## src/rtl/wb_port_arbiter_pkg.sv

```systemverilog
// Shared types and constants for the register-file write-port arbiter.
package wb_port_arbiter_pkg;

  localparam int unsigned REG_ADDR_W = 4;
  localparam int unsigned DATA_W     = 32;
  // Architectural registers R0..R14 live in the register file; R15 is the PC.
  localparam int unsigned REG_COUNT  = 15;
  localparam logic [REG_ADDR_W-1:0] REG_PC = 4'd15;

  // One buffered multi-cycle result. A cleared valid marks a squashed entry
  // that still occupies its FIFO slot until it reaches the head.
  typedef struct packed {
    logic                  valid;
    logic [REG_ADDR_W-1:0] dest;
    logic [DATA_W-1:0]     value;
  } wb_entry_t;

  // Which source owns the write port this cycle.
  typedef enum logic [1:0] {
    GntNone,
    GntPipe,
    GntBuf,
    GntBypass
  } grant_e;

  // True when the destination is backed by a register-file entry.
  function automatic logic reg_writable(input logic [REG_ADDR_W-1:0] dest);
    return 32'(dest) < REG_COUNT;
  endfunction

endpackage

```

## src/rtl/wb_fifo.sv

```systemverilog
// Ordered circular buffer of multi-cycle results with squash-by-destination
// and a per-slot destination/valid view for hazard detection.
module wb_fifo
  import wb_port_arbiter_pkg::*;
#(
  parameter int unsigned DEPTH = 2
) (
  input  logic                                  clk_i,
  input  logic                                  rst_i,
  input  logic                                  push_i,
  input  wb_entry_t                             push_entry_i,
  input  logic                                  pop_i,
  input  logic                                  squash_i,
  input  logic [REG_ADDR_W-1:0]                 squash_dest_i,
  output wb_entry_t                             head_o,
  output logic [$clog2(DEPTH+1)-1:0]            count_o,
  output logic [DEPTH-1:0][REG_ADDR_W-1:0]      dest_vec_o,
  output logic [DEPTH-1:0]                      valid_vec_o
);

  localparam int unsigned CntW = $clog2(DEPTH + 1);
  localparam int unsigned PtrW = (DEPTH > 1) ? $clog2(DEPTH) : 1;

  wb_entry_t       mem_q [DEPTH];
  wb_entry_t       mem_d [DEPTH];
  logic [PtrW-1:0] rd_ptr_q, rd_ptr_d;
  logic [PtrW-1:0] wr_ptr_q, wr_ptr_d;
  logic [CntW-1:0] count_q, count_d;
  logic            do_push, do_pop;

  function automatic logic [PtrW-1:0] next_ptr(input logic [PtrW-1:0] p);
    return (p == PtrW'(DEPTH - 1)) ? '0 : p + 1'b1;
  endfunction

  // Next-state: squash matching entries, retire the head, append the tail.
  always_comb begin
    mem_d    = mem_q;
    rd_ptr_d = rd_ptr_q;
    wr_ptr_d = wr_ptr_q;
    count_d  = count_q;
    do_pop   = pop_i && (count_q != '0);
    do_push  = push_i && (count_q != CntW'(DEPTH));

    if (squash_i) begin
      for (int i = 0; i < DEPTH; i++) begin
        if (mem_q[i].valid && (mem_q[i].dest == squash_dest_i)) begin
          mem_d[i].valid = 1'b0;
        end
      end
    end

    // A retired slot is marked invalid so valid always implies occupied.
    if (do_pop) begin
      mem_d[rd_ptr_q].valid = 1'b0;
      rd_ptr_d              = next_ptr(rd_ptr_q);
    end

    // The push target is never the popped slot: pushes only happen below full.
    if (do_push) begin
      mem_d[wr_ptr_q] = push_entry_i;
      wr_ptr_d        = next_ptr(wr_ptr_q);
    end

    if (do_push && !do_pop) begin
      count_d = count_q + 1'b1;
    end else if (do_pop && !do_push) begin
      count_d = count_q - 1'b1;
    end
  end

  // Storage, pointers and occupancy, cleared by synchronous reset.
  always_ff @(posedge clk_i) begin
    if (rst_i) begin
      mem_q    <= '{default: '0};
      rd_ptr_q <= '0;
      wr_ptr_q <= '0;
      count_q  <= '0;
    end else begin
      mem_q    <= mem_d;
      rd_ptr_q <= rd_ptr_d;
      wr_ptr_q <= wr_ptr_d;
      count_q  <= count_d;
    end
  end

  // Expose head and per-slot view for the arbiter and hazard compare.
  always_comb begin
    head_o  = mem_q[rd_ptr_q];
    count_o = count_q;
    for (int i = 0; i < DEPTH; i++) begin
      dest_vec_o[i]  = mem_q[i].dest;
      valid_vec_o[i] = mem_q[i].valid;
    end
  end

endmodule

```

## src/rtl/wb_port_arbiter.sv

```systemverilog
// Register-file write-port arbiter: pipeline writeback has priority, multi-cycle
// results are bypassed or buffered, stale buffered results are squashed, and a
// writeback bubble is requested when the buffer starves.
module wb_port_arbiter
  import wb_port_arbiter_pkg::*;
#(
  parameter int unsigned DEPTH        = 2,
  parameter int unsigned STARVE_LIMIT = 4
) (
  input  logic                  clk,
  input  logic                  rst,
  input  logic                  wb_en,
  input  logic [REG_ADDR_W-1:0] wb_dest,
  input  logic [DATA_W-1:0]     wb_value,
  input  logic                  mc_valid,
  output logic                  mc_ready,
  input  logic [REG_ADDR_W-1:0] mc_dest,
  input  logic [DATA_W-1:0]     mc_value,
  input  logic [REG_ADDR_W-1:0] src1,
  input  logic [REG_ADDR_W-1:0] src2,
  output logic                  hazard,
  output logic                  stall_wb,
  output logic                  writeBackEn,
  output logic [REG_ADDR_W-1:0] Dest_wb,
  output logic [DATA_W-1:0]     Result_WB,
  output logic                  err_r15
);

  localparam int unsigned CntW    = $clog2(DEPTH + 1);
  localparam int unsigned StarveW = $clog2(STARVE_LIMIT + 1);

  // FIFO interface
  wb_entry_t                        head;
  wb_entry_t                        push_entry;
  logic [CntW-1:0]                  count;
  logic [DEPTH-1:0][REG_ADDR_W-1:0] dest_vec;
  logic [DEPTH-1:0]                 valid_vec;
  logic                             push, pop, handshake;

  // Grant and port selection
  grant_e                grant;
  logic                  sel_en;
  logic [REG_ADDR_W-1:0] sel_dest;
  logic [DATA_W-1:0]     sel_value;

  // Registered outputs
  logic                  wr_en_q, wr_en_d;
  logic [REG_ADDR_W-1:0] dest_q, dest_d;
  logic [DATA_W-1:0]     result_q, result_d;
  logic                  err_q, err_d;
  logic                  stall_q, stall_d;
  logic [StarveW-1:0]    starve_q, starve_d;
  logic [StarveW-1:0]    starve_inc;

  wb_fifo #(
    .DEPTH (DEPTH)
  ) u_fifo (
    .clk_i         (clk),
    .rst_i         (rst),
    .push_i        (push),
    .push_entry_i  (push_entry),
    .pop_i         (pop),
    .squash_i      (wb_en),
    .squash_dest_i (wb_dest),
    .head_o        (head),
    .count_o       (count),
    .dest_vec_o    (dest_vec),
    .valid_vec_o   (valid_vec)
  );

  // Ready depends only on registered occupancy, so no path from mc_valid.
  assign mc_ready  = !rst && (count < CntW'(DEPTH));
  assign handshake = mc_valid && mc_ready;

  // Port grant: pipeline, then buffer head, then bypass of a fresh result.
  always_comb begin
    grant = GntNone;
    pop   = 1'b0;
    if (wb_en) begin
      grant = GntPipe;
    end else if (count != '0) begin
      // A squashed head is retired without using the port.
      pop   = 1'b1;
      grant = head.valid ? GntBuf : GntNone;
    end else if (handshake) begin
      grant = GntBypass;
    end
    push = handshake && (grant != GntBypass);
    // A same-cycle pipeline write to the same register makes this result stale.
    push_entry.valid = !(wb_en && (mc_dest == wb_dest));
    push_entry.dest  = mc_dest;
    push_entry.value = mc_value;
  end

  // Select the write data for the granted source.
  always_comb begin
    sel_en    = 1'b0;
    sel_dest  = '0;
    sel_value = '0;
    unique case (grant)
      GntPipe: begin
        sel_en    = 1'b1;
        sel_dest  = wb_dest;
        sel_value = wb_value;
      end
      GntBuf: begin
        sel_en    = 1'b1;
        sel_dest  = head.dest;
        sel_value = head.value;
      end
      GntBypass: begin
        sel_en    = 1'b1;
        sel_dest  = mc_dest;
        sel_value = mc_value;
      end
      default: ;
    endcase
  end

  // R15 filter: a granted write to the PC is dropped and flagged.
  always_comb begin
    wr_en_d  = sel_en && reg_writable(sel_dest);
    err_d    = sel_en && (sel_dest == REG_PC);
    dest_d   = wr_en_d ? sel_dest : dest_q;
    result_d = wr_en_d ? sel_value : result_q;
  end

  // Starvation: count pipeline writes that keep a non-empty buffer off the port.
  always_comb begin
    starve_d   = '0;
    stall_d    = 1'b0;
    starve_inc = starve_q + 1'b1;
    if (wb_en && (count != '0)) begin
      if (starve_inc >= StarveW'(STARVE_LIMIT)) begin
        stall_d = 1'b1;
      end else begin
        starve_d = starve_inc;
      end
    end
  end

  // Output register, stall pulse and starvation counter.
  always_ff @(posedge clk) begin
    if (rst) begin
      wr_en_q  <= 1'b0;
      dest_q   <= '0;
      result_q <= '0;
      err_q    <= 1'b0;
      stall_q  <= 1'b0;
      starve_q <= '0;
    end else begin
      wr_en_q  <= wr_en_d;
      dest_q   <= dest_d;
      result_q <= result_d;
      err_q    <= err_d;
      stall_q  <= stall_d;
      starve_q <= starve_d;
    end
  end

  // Hazard only covers live buffered results; forwarding covers the rest.
  always_comb begin
    hazard = 1'b0;
    for (int i = 0; i < DEPTH; i++) begin
      if (valid_vec[i] && ((dest_vec[i] == src1) || (dest_vec[i] == src2))) begin
        hazard = 1'b1;
      end
    end
  end

  assign writeBackEn = wr_en_q;
  assign Dest_wb     = dest_q;
  assign Result_WB   = result_q;
  assign err_r15     = err_q;
  assign stall_wb    = stall_q;

endmodule

```

## config.mk

```make
export PLATFORM = sky130hd
export DESIGN_NAME = wb_port_arbiter
export DESIGN_NICKNAME = d
export VERILOG_FILES = /design/src/rtl/wb_port_arbiter_pkg.sv /design/src/rtl/wb_fifo.sv /design/src/rtl/wb_port_arbiter.sv
export SDC_FILE = /design/constraint.sdc
export NUM_CORES = 1
export LEC_CHECK = 0
export CAP_MARGIN = 15
export CORE_UTILIZATION = 53
export CTS_BUF_LIST = sky130_fd_sc_hd__clkbuf_4 sky130_fd_sc_hd__clkbuf_8
export DETAILED_ROUTE_END_ITERATION = 8
export GPL_ROUTABILITY_DRIVEN = 0
export PLACE_DENSITY = 0.93
export SYNTH_ARGS = -nofsm -noshare
export SYNTH_HDL_FRONTEND = slang
export SYNTH_HIERARCHICAL = 1
export SYNTH_SLANG_ARGS = --single-unit
```

## constraint.sdc

```tcl
create_clock -name clk -period 3.65 [get_ports clk]
set_clock_uncertainty 0.1 [all_clocks]
set_input_delay 0.365 -clock clk [delete_from_list [all_inputs] [get_ports clk]]
set_output_delay 0.365 -clock clk [all_outputs]
set_load 0.01 [all_outputs]
```

==> flow_summary_export.csv, run 1 <==
group,metric,value,unit
drt,drc_errors,0,
yosys,yosysWarnings,6,
clock_tree,root_buffer,"clkbuf_8",
drt,ant_nets,0,
yosys,ys_top_cells_by_count,"nand2_1 (152), dfxtp_1 (120), a21oi_1 (80)",
sta,setup_viol,0,
critical_path,cp-start-kind,"flop",
drt,wirelength,15200,um
clock_tree,htree_levels,4,
global_route,antenna_found_initial,0,
critical_path,criticalPathCategory,"reg -> reg",
drt,drt-wirelength-per-cell,16.2,um
critical_path,critPathMaxFanout,30,
clock_tree,cts_made_buffers,17,
sta,fmax,360,MHz
floorplanning,core_area,0.0109,sq mm
placement,place_area,0.00712,sq mm
sta,finalHoldViolations,0,
layout,final_area,0.00753,sq mm
sta,max_slew_margin,42.3,%
layout,nets,873,
layout,antenna_cells,0,
clock_tree,clock_latency,420,ps
floorplanning,start_util,54.4,%
critical_path,startpoint,"u_fifo/count_o[0]",
drt,drt_iter0_markers,556,
yosys,ys_seq_elements,120,
sta,rsz0062_at_grt,"false",
critical_path,worst-r2r-cell-count,6,
placement,io_buffers,124,
sta,period_needed,2780,ps
job,drv_cap,0,
yosys,yosysMostFrequentCell,"nand2_1",
worst_hold_path,hold_path_class,"reg -> reg",
global_route,top_usage_layer,"met2",
yosys,synth_area_per_cell,8.58,sq um
floorplanning,ios,125,
clock_tree,clkTransAtPathRegs,70,ps
global_route,grt_max_degree,90,
critical_path,crit_path_end,"Result_WB[27]",
yosys,synth_edf_count,0,
yosys,yosys.area.top_type_share,40.5,%
critical_path,reg2reg_from,"u_fifo/count_o[0]",
yosys,synth.largest_area_cell,"dfxtp_1",
clock_tree,cts.sink_count,120,
power_and_ir_drop,ir_worst_vdd,0.256,mV
yosys,yosys-top-cells-area,"dfxtp_1 (41%), mux2_2 (13%), nand2_1 (9.6%), a21oi_1 (6.8%), a222oi_1 (5.6%)",
critical_path,endpoint_kind,"flop",
yosys,synth_area,0.00593,sq mm
sta,drv_slew,0,
yosys,async_reset_ff_share,0,%
yosys,synth_flop_cell,"dfxtp_1",
drt,firstDrtPassIters,9,
floorplanning,fp.dieW,108,um
drt,viasPerCell,5.81,
layout,synthToLayoutAreaGrowth,27.1,%
power_and_ir_drop,power,3.42,mW
global_route,use_met2,44.8,%
sta,setup_tns,0,ps
global_route,grt_util_met3,6.72,%
global_route,grt_first_pass_wirelength,24700,um
placement,dp_hpwl,9600,um
critical_path,required,3860,ps
critical_path,r2r-end,"Result_WB[27]",
clock_tree,clk_path_buf_depth,2,
global_route,grt_pass1_vias,5226,
critical_path,cp_data_arrival_time,2990,ps
yosys,seq_area_frac_synth,40.5,%
sta,max_slew.worst_pin.slew,866,ps
power_and_ir_drop,power_density,454,mW/mm^2
critical_path,ff2ff_setup_slack,870,ps
clock_tree,post_cts_buffers,0,
global_route,grt_usage,27.1,%
yosys,syn_inst,691,
yosys,synth_cell_type_count,43,
floorplanning,dieHeight,108,um
floorplanning,die-area,0.0116,sq mm
floorplanning,rows,38,
clock_tree,cts_hold_buffers,0,
layout,layout-drive-gt1-share,15.5,%
sta,fin_crit_sh,76.1,%
run_status,status,"complete, no violations",
yosys,syn_nets,777,
clock_tree,cts_tree,"built",
power_and_ir_drop,power_leakage,2.79,nW
global_route,grt_overflow,0,
global_route,grtUsageMet1,34.1,%
drt,vias,5457,
clock_tree,cts_resized,0,
==> worst min path at each step <==
stage	slack (ps)	start	cells past startpoint	end
CTS	320	starve_q[0]	1	starve_q[0]
floorplan	300	starve_q[0]	1	starve_q[0]
global route	350	starve_q[0]	1	starve_q[0]
detailed placement	310	starve_q[0]	1	starve_q[0]
finish	330	starve_q[0]	1	starve_q[0]
global placement	310	starve_q[0]	1	starve_q[0]
==> logic make-up after synthesis <==
| logic type | after synthesis | synth area share (%) |
|---|---|---|
| other | 1 | 0.0633 |
| XOR/XNOR | 29 | 4.28 |
| buffers and inverters | 73 | 6.50 |
| AO/OA/AOI/OAI | 144 | 16.2 |
| flip-flops | 120 | 40.5 |
| adder cells (fa/ha/maj) | 2 | 0.422 |
| AND/OR/NAND/NOR | 253 | 18.9 |
| multiplexers | 69 | 13.1 |
==> registers in the layout (all words and copies together), names as in the netlist <==
signal	count
stall_wb	1
writeBackEn	1
err_r15	1
Dest_wb	4
u_fifo/rd_ptr_q	1
Result_WB	32
u_fifo/valid_vec_o	2
u_fifo/count_o	2
u_fifo/dest_vec_o	8
u_fifo/wr_ptr_q	1
starve_q	3
u_fifo/mem_q	64
==> where the power goes <==
part | switching (mW) | internal [mW] | total [mW]
Sequential | 0.0710 | 1.41 | 1.48
Combinational | 0.367 | 0.365 | 0.732
Clock | 0.507 | 0.708 | 1.22
==> routing by layer <==
| layer | vias to the layer above | wire (um) |
|---|---|---|
| met1 | 2563 | 6510 |
| met5 | - | 0 |
| met2 | 279 | 7270 |
| li1 | 2583 | - |
| met4 | 0 | 240 |
| met3 | 32 | 1200 |
==> layout by cell type, fill, tap and decap left out, drive strengths merged, types with 2 or more instances in the layout <==
cell type and n:
clkbuf 25, buf 16, bufinv 2, nor4 6, clkinv 4, nor2b 34, o21ai 10, inv 12
a21boi 4, dfxtp 120, a221oi 4, nand3b 2, a21o 2, and3 2, nand2 152, mux2 69
a22oi 2, nor3 3, o31ai 5, a222oi 33, nor2 42, xnor2 7, or3 2, ha 2
nor3b 3, xor2 22, a21oi 80, clkdlybuf4s50 122, nand3 5
==> worst max-delay path, cell delays in order, from the launching register on <==
cell	delay (ps)
dfxtp_1	560
o21ai_2	210
nor3b_1	370
o21ai_0	260
o31ai_4	500
buf_12	270
mux2_2	350
==> layout make-up <==
| type | instances | area [sq um] |
|---|---|---|
| Inverter | 12 | 45.0 |
| Tap cell | 140 | 175 |
| Multi-Input combinational cell | 498 | 3150 |
| Sequential cell | 120 | 2400 |
| Clock inverter | 7 | 91.3 |
| Fill cell | 808 | 3350 |
| Clock buffer | 25 | 319 |
| Timing Repair Buffer | 138 | 1350 |
==> metrics by stage <==
| step | std cells | setup slack, ps | hold slack, ps | utilization [%] |
|---|---|---|---|---|
| after detailed placement | 908 | 718 | 311 | 65.4 |
| after CTS | 940 | 921 | 323 | 69.2 |
| after global placement | 908 | 743 | 312 | 65.4 |
| after floorplan | 691 | 1070 | 296 | - |
| final | 940 | 872 | 325 | 69.2 |
| after global routing | 940 | 698 | 350 | 69.2 |
No activity file was read; power rests on OpenSTA's default activity.
==> inputs of run 2 (changes only) <==
--- a/config.mk
+++ b/config.mk
@@ -6,11 +6,11 @@
 export NUM_CORES = 1
 export LEC_CHECK = 0
 export CAP_MARGIN = 15
-export CORE_UTILIZATION = 53
+export CORE_UTILIZATION = 48
 export CTS_BUF_LIST = sky130_fd_sc_hd__clkbuf_4 sky130_fd_sc_hd__clkbuf_8
 export DETAILED_ROUTE_END_ITERATION = 8
 export GPL_ROUTABILITY_DRIVEN = 0
-export PLACE_DENSITY = 0.93
+export PLACE_DENSITY = 0.89
 export SYNTH_ARGS = -nofsm -noshare
 export SYNTH_HDL_FRONTEND = slang
 export SYNTH_HIERARCHICAL = 1
==> constraint.sdc (replaced) <==
create_clock -name clk -period 2.3 [get_ports clk]
set_clock_uncertainty 0.1 [all_clocks]
set_input_delay 0.23 -clock clk [delete_from_list [all_inputs] [get_ports clk]]
set_output_delay 0.23 -clock clk [all_outputs]
set_load 0.01 [all_outputs]
==> run 2 against run 1 <==
Compared with the run above:
- the flow now finishes with violations (design-rule violations)
- non-clock buffer count rose by 44
- count of clock-buffer cells in the layout fell by 5
- worst hold slack got worse by 96 ps
- final cell count rose by 5.2%
- fmax rose by 21%
- die area rose by 10%
- sequential power rose by 57%
- sequential share of layout area fell by 2.4 points
- via count rose by 3.8%
- worst setup slack got worse by 870 ps
- critical path depth rose by 3
- power rose by 63%
- largest cell class unchanged
- largest power group unchanged
- highest routed layer unchanged
==> flow_summary_export.csv, run 2 (synthesis results as in run 1) <==
group,metric,value,unit
global_route,grt_overflow,0,
sta,fin_crit_sh,99.7,%
job,drv_cap,0,
layout,largest_register_ffs,64,
floorplanning,core_area,0.0120,sq mm
global_route,antenna_found_initial,0,
placement,place_area,0.00745,sq mm
clock_tree,root_buffer,"clkbuf_8",
drt,ant_nets,0,
placement,place_ws,-326,ps
critical_path,endpoint_kind,"flop",
global_route,grt_pass1_vias,5310,
critical_path,required,2510,ps
layout,antenna_cells,0,
power_and_ir_drop,power_leakage,3.13,nW
global_route,grt_first_pass_wirelength,25400,um
clock_tree,cts.sink_count,120,
floorplanning,start_util,49.4,%
layout,layout_commonest_cell,"nand2_1",
layout,mostFrequentLayoutCells,"nand2_1 (151), clkdlybuf4s50_1 (121), dfxtp_1 (119)",
floorplanning,ios,125,
critical_path,cp_data_arrival_time,2500,ps
clock_tree,clkTransAtPathRegs,70,ps
clock_tree,cts_made_buffers,17,
drt,wirelength,17000,um
critical_path,critPathTopFamily,"compound AO/OA/AOI/OAI gates",
layout,multi_input_area,0.00335,sq mm
sta,finalHoldViolations,0,
worst_hold_path,hold_path_class,"in -> reg",
critical_path,crit_buf_inv,3,
sta,setup_viol,0,
placement,dp_hpwl,10300,um
clock_tree,cts_hold_buffers,0,
clock_tree,cts_tree,"built",
floorplanning,dieHeight,113,um
sta,drv_slew,0,
clock_tree,clock_latency,430,ps
drt,drt-wirelength-per-cell,17.1,um
run_status,status,"finished, violations left",
critical_path,slowest_stage,"dfxtp_4",
layout,layout-drive-gt1-share,21.4,%
drt,drc_errors,9,
drt,viasPerCell,5.73,
critical_path,cp_cell_sequence,"buf_6 > mux2_4 > nand2_4 > o31ai_4 > a21oi_2 > o31ai_4 > buf_6 > buf_12 > mux2_4",
layout,synthToLayoutAreaGrowth,37.6,%
run_status,violations,"design-rule violations",
global_route,grt_max_degree,70,
sta,rsz0062_at_grt,"true",
clock_tree,clk_path_buf_depth,2,
layout,regMostFlops,"u_fifo/mem_q",
sta,fin_ws,6.33,ps
sta,fmax,436,MHz
critical_path,criticalPathCategory,"reg -> reg",
layout,utilization,67.9,%
power_and_ir_drop,ir_worst_vdd,0.414,mV
floorplanning,rows,40,
sta,max_slew.worst_pin.slew,708,ps
floorplanning,fp.dieW,113,um
placement,io_buffers,124,
critical_path,max_stage_delay,380,ps
layout,fillerInstances,929,
drt,firstDrtPassIters,9,
power_and_ir_drop,power_density,684,mW/mm^2
sta,max_slew_margin,52.8,%
critical_path,critPathMaxFanout,8,
layout,final_area,0.00816,sq mm
drt,drt_iter0_markers,666,
global_route,grt_usage,25.1,%
sta,period_needed,2290,ps
critical_path,cp-start-kind,"flop",
layout,ff_latch_area,0.00241,sq mm
clock_tree,htree_levels,4,
drt,vias,5664,
floorplanning,die-area,0.0128,sq mm
layout,nets,918,
## run 2: cell types whose count changed in the layout (fill, tap and decap cells not counted), moves of 3 or more
| cell | change |
|---|---|
| a221oi_1 | -4 |
| a221oi_2 | +4 |
| mux2_2 | -25 |
| buf_12 | +4 |
| buf_4 | +33 |
| clkbuf_16 | +3 |
| clkbuf_4 | -3 |
| buf_6 | +4 |
| mux2_4 | +26 |
## run 2: cell type report
cell class | instances | area share [%]
inverters | 12 | 0.552
well taps | 147 | 2.25
clock buffers | 20 | 3.30
multi-input cells | 499 | 41.1
repair buffers | 182 | 22.0
clock inverters | 9 | 1.26
flip-flops and latches | 120 | 29.5
## run 2: worst paths after layout
kind | start | end | slack (ps) | cells past startpoint
max | u_fifo/rd_ptr_q | Result_WB[0] | 6 | 9
min | rst | u_fifo/count_o[0] | 230 | 3
max reg2reg | u_fifo/rd_ptr_q | Result_WB[0] | 6 | 9
min reg2reg | starve_q[0] | starve_q[0] | 330 | 1
## run 2: worst reg2reg max path: stages (launching register included)
cell and delay [ps]:
dfxtp_4 380, buf_6 120, mux2_4 210, nand2_4 50, o31ai_4 250, a21oi_2 120, o31ai_4 290, buf_6 200
buf_12 160, mux2_4 320
## run 2: per-stage QoR
| stage | hold slack [ps] | TNS, ps | power [mW] | cells |
|---|---|---|---|---|
| after CTS | 199 | -89.1 | 5.44 | 981 |
| after global routing | 242 | -2080 | 5.80 | 989 |
| after global placement | 310 | -16950 | 3.61 | 950 |
| after floorplan | 266 | -2530 | 3.10 | 691 |
| after detailed placement | 321 | -18550 | 3.64 | 950 |
| final | 230 | 0 | 5.58 | 989 |
## run 2: metal layers
layer / part of all wire (%) / up-vias / GRT usage [%] / wire [um]
met4: 2.3 / 0 / 10.6 / 390
li1: - / 2671 / - / -
met1: 42 / 2644 / 30.9 / 7140
met3: 9.1 / 32 / 5.57 / 1540
met5: 0 / - / 0 / 0
met2: 47 / 317 / 42.4 / 7890
## run 2: power by group
group	switching, mW	internal (mW)
Clock	0.793	1.00
Combinational	0.711	0.757
Sequential	0.0860	2.23
## run 2: what timing repair did
action	4_1_cts	5_1_grt
setup buffers	1	4
resized for setup	7	42
endpoints found under the setup margin	37	36
cloned	1	4
pin swaps	6	8
==> inputs of run 3 (changes only) <==
--- a/config.mk
+++ b/config.mk
@@ -6,12 +6,10 @@
 export NUM_CORES = 1
 export LEC_CHECK = 0
 export CAP_MARGIN = 15
-export CORE_UTILIZATION = 48
-export CTS_BUF_LIST = sky130_fd_sc_hd__clkbuf_4 sky130_fd_sc_hd__clkbuf_8
+export CORE_UTILIZATION = 46
 export DETAILED_ROUTE_END_ITERATION = 8
 export GPL_ROUTABILITY_DRIVEN = 0
-export PLACE_DENSITY = 0.89
+export PLACE_DENSITY = 0.86
 export SYNTH_ARGS = -nofsm -noshare
 export SYNTH_HDL_FRONTEND = slang
-export SYNTH_HIERARCHICAL = 1
 export SYNTH_SLANG_ARGS = --single-unit
==> run 3 against run 2 <==
Compared with the run above:
- the run ends with negative setup slack left
- synthesized cell count fell by 5.1%
- sequential share of layout area fell by 0.49 points
- worst setup slack got worse by 36 ps
- synthesized area down 1.7%
- sequential power increased by 14%
- count of clock-buffer cells in the layout down 1
- utilization rose by 0.40 points
- largest power group is now clock
==> flow_summary_export.csv, run 3 <==
group,metric,value,unit
drt,drt_iter0_markers,636,
floorplanning,fp.dieW,115,um
yosys,synth_area_per_cell,8.88,sq um
yosys,synth_area,0.00583,sq mm
yosys,seq_area_frac_synth,41.2,%
sta,drv_slew,0,
drt,firstDrtPassIters,6,
sta,hold_ws,316,ps
layout,instances_no_fill,980,
power_and_ir_drop,ir_worst_vdd,0.623,mV
critical_path,slowest_stage,"a222oi_1",
yosys,ys_seq_elements,120,
run_status,status,"finished, violations left",
clock_tree,cts_made_buffers,17,
run_status,violations,"negative setup slack",
yosys,yosys-top-cells-area,"dfxtp_1 (41%), nand2_1 (9.5%), a221oi_2 (7.5%), mux2_2 (6.8%), a21oi_1 (6.5%)",
layout,regMostFlops,"u_fifo.mem_q",
layout,largest_register_ffs,64,
floorplanning,core_area,0.0122,sq mm
sta,max_slew_margin,49.3,%
critical_path,crit_buf_inv,3,
critical_path,endpoint_kind,"flop",
clock_tree,cts_hold_buffers,0,
yosys,yosysMostFrequentCell,"nand2_1",
placement,io_buffers,124,
sta,fmax,429,MHz
critical_path,worst-r2r-cell-count,8,
critical_path,critPathTopFamily,"compound AO/OA/AOI/OAI gates",
global_route,grt_overflow,0,
sta,period_needed,2330,ps
global_route,grt_usage,27.4,%
critical_path,ff2ff_setup_slack,-30,ps
yosys,synth_edf_count,0,
critical_path,r2r-end,"Result_WB[18]",
clock_tree,htree_levels,4,
yosys,synth_flop_cell,"dfxtp_1",
global_route,antenna_found_initial,0,
layout,final_area,0.00831,sq mm
yosys,synth.largest_area_cell,"dfxtp_1",
critical_path,max_stage_delay,470,ps
drt,drt-wirelength-per-cell,18.3,um
critical_path,reg2reg_from,"u_fifo.rd_ptr_q",
yosys,async_reset_ff_share,0,%
critical_path,required,2530,ps
sta,finalHoldViolations,0,
global_route,grt_pass1_vias,5564,
layout,layout-drive-gt1-share,20.8,%
sta,setup_viol,12,
clock_tree,clkTransAtPathRegs,60,ps
global_route,grt_max_degree,68,
drt,ant_nets,0,
clock_tree,cts_tree,"built",
power_and_ir_drop,power_leakage,3.10,nW
layout,mostFrequentLayoutCells,"nand2_1 (147), clkdlybuf4s50_1 (120), dfxtp_1 (116)",
sta,fin_crit_sh,101,%
job,drv_cap,0,
clock_tree,cts.sink_count,120,
yosys,yosys.area.top_type_share,41.2,%
floorplanning,dieHeight,115,um
layout,nets,885,
critical_path,startpoint,"u_fifo.rd_ptr_q",
drt,drc_errors,0,
yosys,ys_top_cells_by_count,"nand2_1 (147), dfxtp_1 (120), a21oi_1 (76)",
sta,rsz0062_at_grt,"true",
clock_tree,root_buffer,"clkbuf_16",
critical_path,criticalPathCategory,"reg -> reg",
drt,vias,5655,
placement,dp_hpwl,10700,um
layout,layout_commonest_cell,"nand2_1",
worst_hold_path,min_to,"u_fifo.mem_q[38]",
floorplanning,start_util,47.9,%
layout,multi_input_area,0.00307,sq mm
drt,wirelength,17900,um
yosys,syn_nets,742,
worst_hold_path,hold_path_class,"in -> reg",
drt,viasPerCell,5.77,
floorplanning,ios,125,
critical_path,cp_cell_sequence,"mux2i_4 > nor2_4 > a222oi_1 > buf_4 > o41ai_4 > buf_6 > clkbuf_16 > a221oi_2",
floorplanning,die-area,0.0131,sq mm
worst_hold_path,holdPathStages,3,
critical_path,critPathMaxFanout,8,
placement,place_area,0.00744,sq mm
yosys,synth_cell_type_count,41,
layout,synthToLayoutAreaGrowth,42.6,%
sta,fin_ws,-29.4,ps
power_and_ir_drop,power_density,1000,mW/mm^2
layout,antenna_cells,0,
clock_tree,clk_path_buf_depth,2,
yosys,yosysWarnings,0,
global_route,grt_first_pass_wirelength,27700,um
layout,ff_latch_area,0.00241,sq mm
layout,fillerInstances,850,
floorplanning,rows,40,
critical_path,cp_data_arrival_time,2560,ps
clock_tree,clock_latency,420,ps
placement,place_inst,938,
yosys,syn_inst,656,
placement,place_ws,-442,ps
critical_path,cp-start-kind,"flop",
worst_hold_path,hold_start,"mc_value[1]",
sta,max_slew.worst_pin.slew,760,ps
==> run 3: cell types whose count changed after synthesis, moves of 29 or more <==
| cell | delta |
|---|---|
| nor2_1 | -34 |
| inv_1 | +30 |
| mux2_2 | -33 |
| a221oi_2 | +29 |
| and2_1 | +32 |
| nor2b_1 | -33 |
==> run 3: cell families (layout without fill, tap and decap cells) <==
| family | Yosys count | after routing | synth area share [%] |
|---|---|---|---|
| compound gates | 162 | 162 | 23.4 |
| flops | 120 | 120 | 41.2 |
| fa+ha+maj | 2 | 2 | 0.429 |
| buf+inv | 97 | 253 | 7.11 |
| simple gates | 208 | 208 | 16.3 |
| mux | 37 | 37 | 7.13 |
| xor+xnor | 29 | 29 | 4.36 |
| other cells | 1 | 1 | 0.0644 |
==> run 3: repair_timing <==
item,CTS,global route
setup endpoints to repair,36,38
gates cloned,1,2
buffers inserted,4,3
gates resized for setup,8,9
pin swaps,9,19
==> run 3: metrics by stage <==
stage / util [%] / power [mW] / TNS (ps)
global route: 68.3 / 8.64 / -3440
finish: 68.3 / 8.32 / -185
floorplan: - / 4.03 / 0
global placement: 61.2 / 5.07 / -13810
detailed placement: 61.2 / 5.12 / -18210
CTS: 67.4 / 8.17 / -443
==> run 3: worst reg2reg max path, stage by stage (launching register included) <==
cell and delay [ps]:
dfxtp_4 410, mux2i_4 280, nor2_4 90, a222oi_1 470, buf_4 230, o41ai_4 100, buf_6 170, clkbuf_16 170
a221oi_2 240
==> run 3: where the power goes <==
group	switching [mW]	internal (mW)
Clock	1.00	1.99
Combinational	1.29	1.39
Sequential	0.239	2.40
Total	2.53	5.79
==> run 3: worst max-delay path by stage <==
stage | slack (ps) | cells after the start | end
6_report | -30 | 8 | Result_WB[18]
5_1_grt | -120 | 8 | Result_WB[18]
4_1_cts | -50 | 8 | Result_WB[31]
3_5_place_dp | -440 | 7 | Result_WB[5]
3_3_place_gp | -350 | 7 | Result_WB[6]
2_1_floorplan | 30 | 6 | Result_WB[11]
==> run 3: per-layer routing <==
layer	wire length, um	part of all wire [%]	global-route usage, %
met4	666	3.7	13.8
met5	0	0	0
met2	8500	48	46.1
met3	1490	8.3	5.88
met1	7230	40	32.9
==> run 3: layout make-up <==
cell class / count / share of cell area, %
Timing Repair Buffer: 179 / 21.6
Tap cell: 168 / 2.53
Clock buffer: 19 / 5.45
Inverter: 42 / 1.90
Clock inverter: 13 / 2.61
Multi-Input combinational cell: 439 / 36.9
Sequential cell: 120 / 29.0
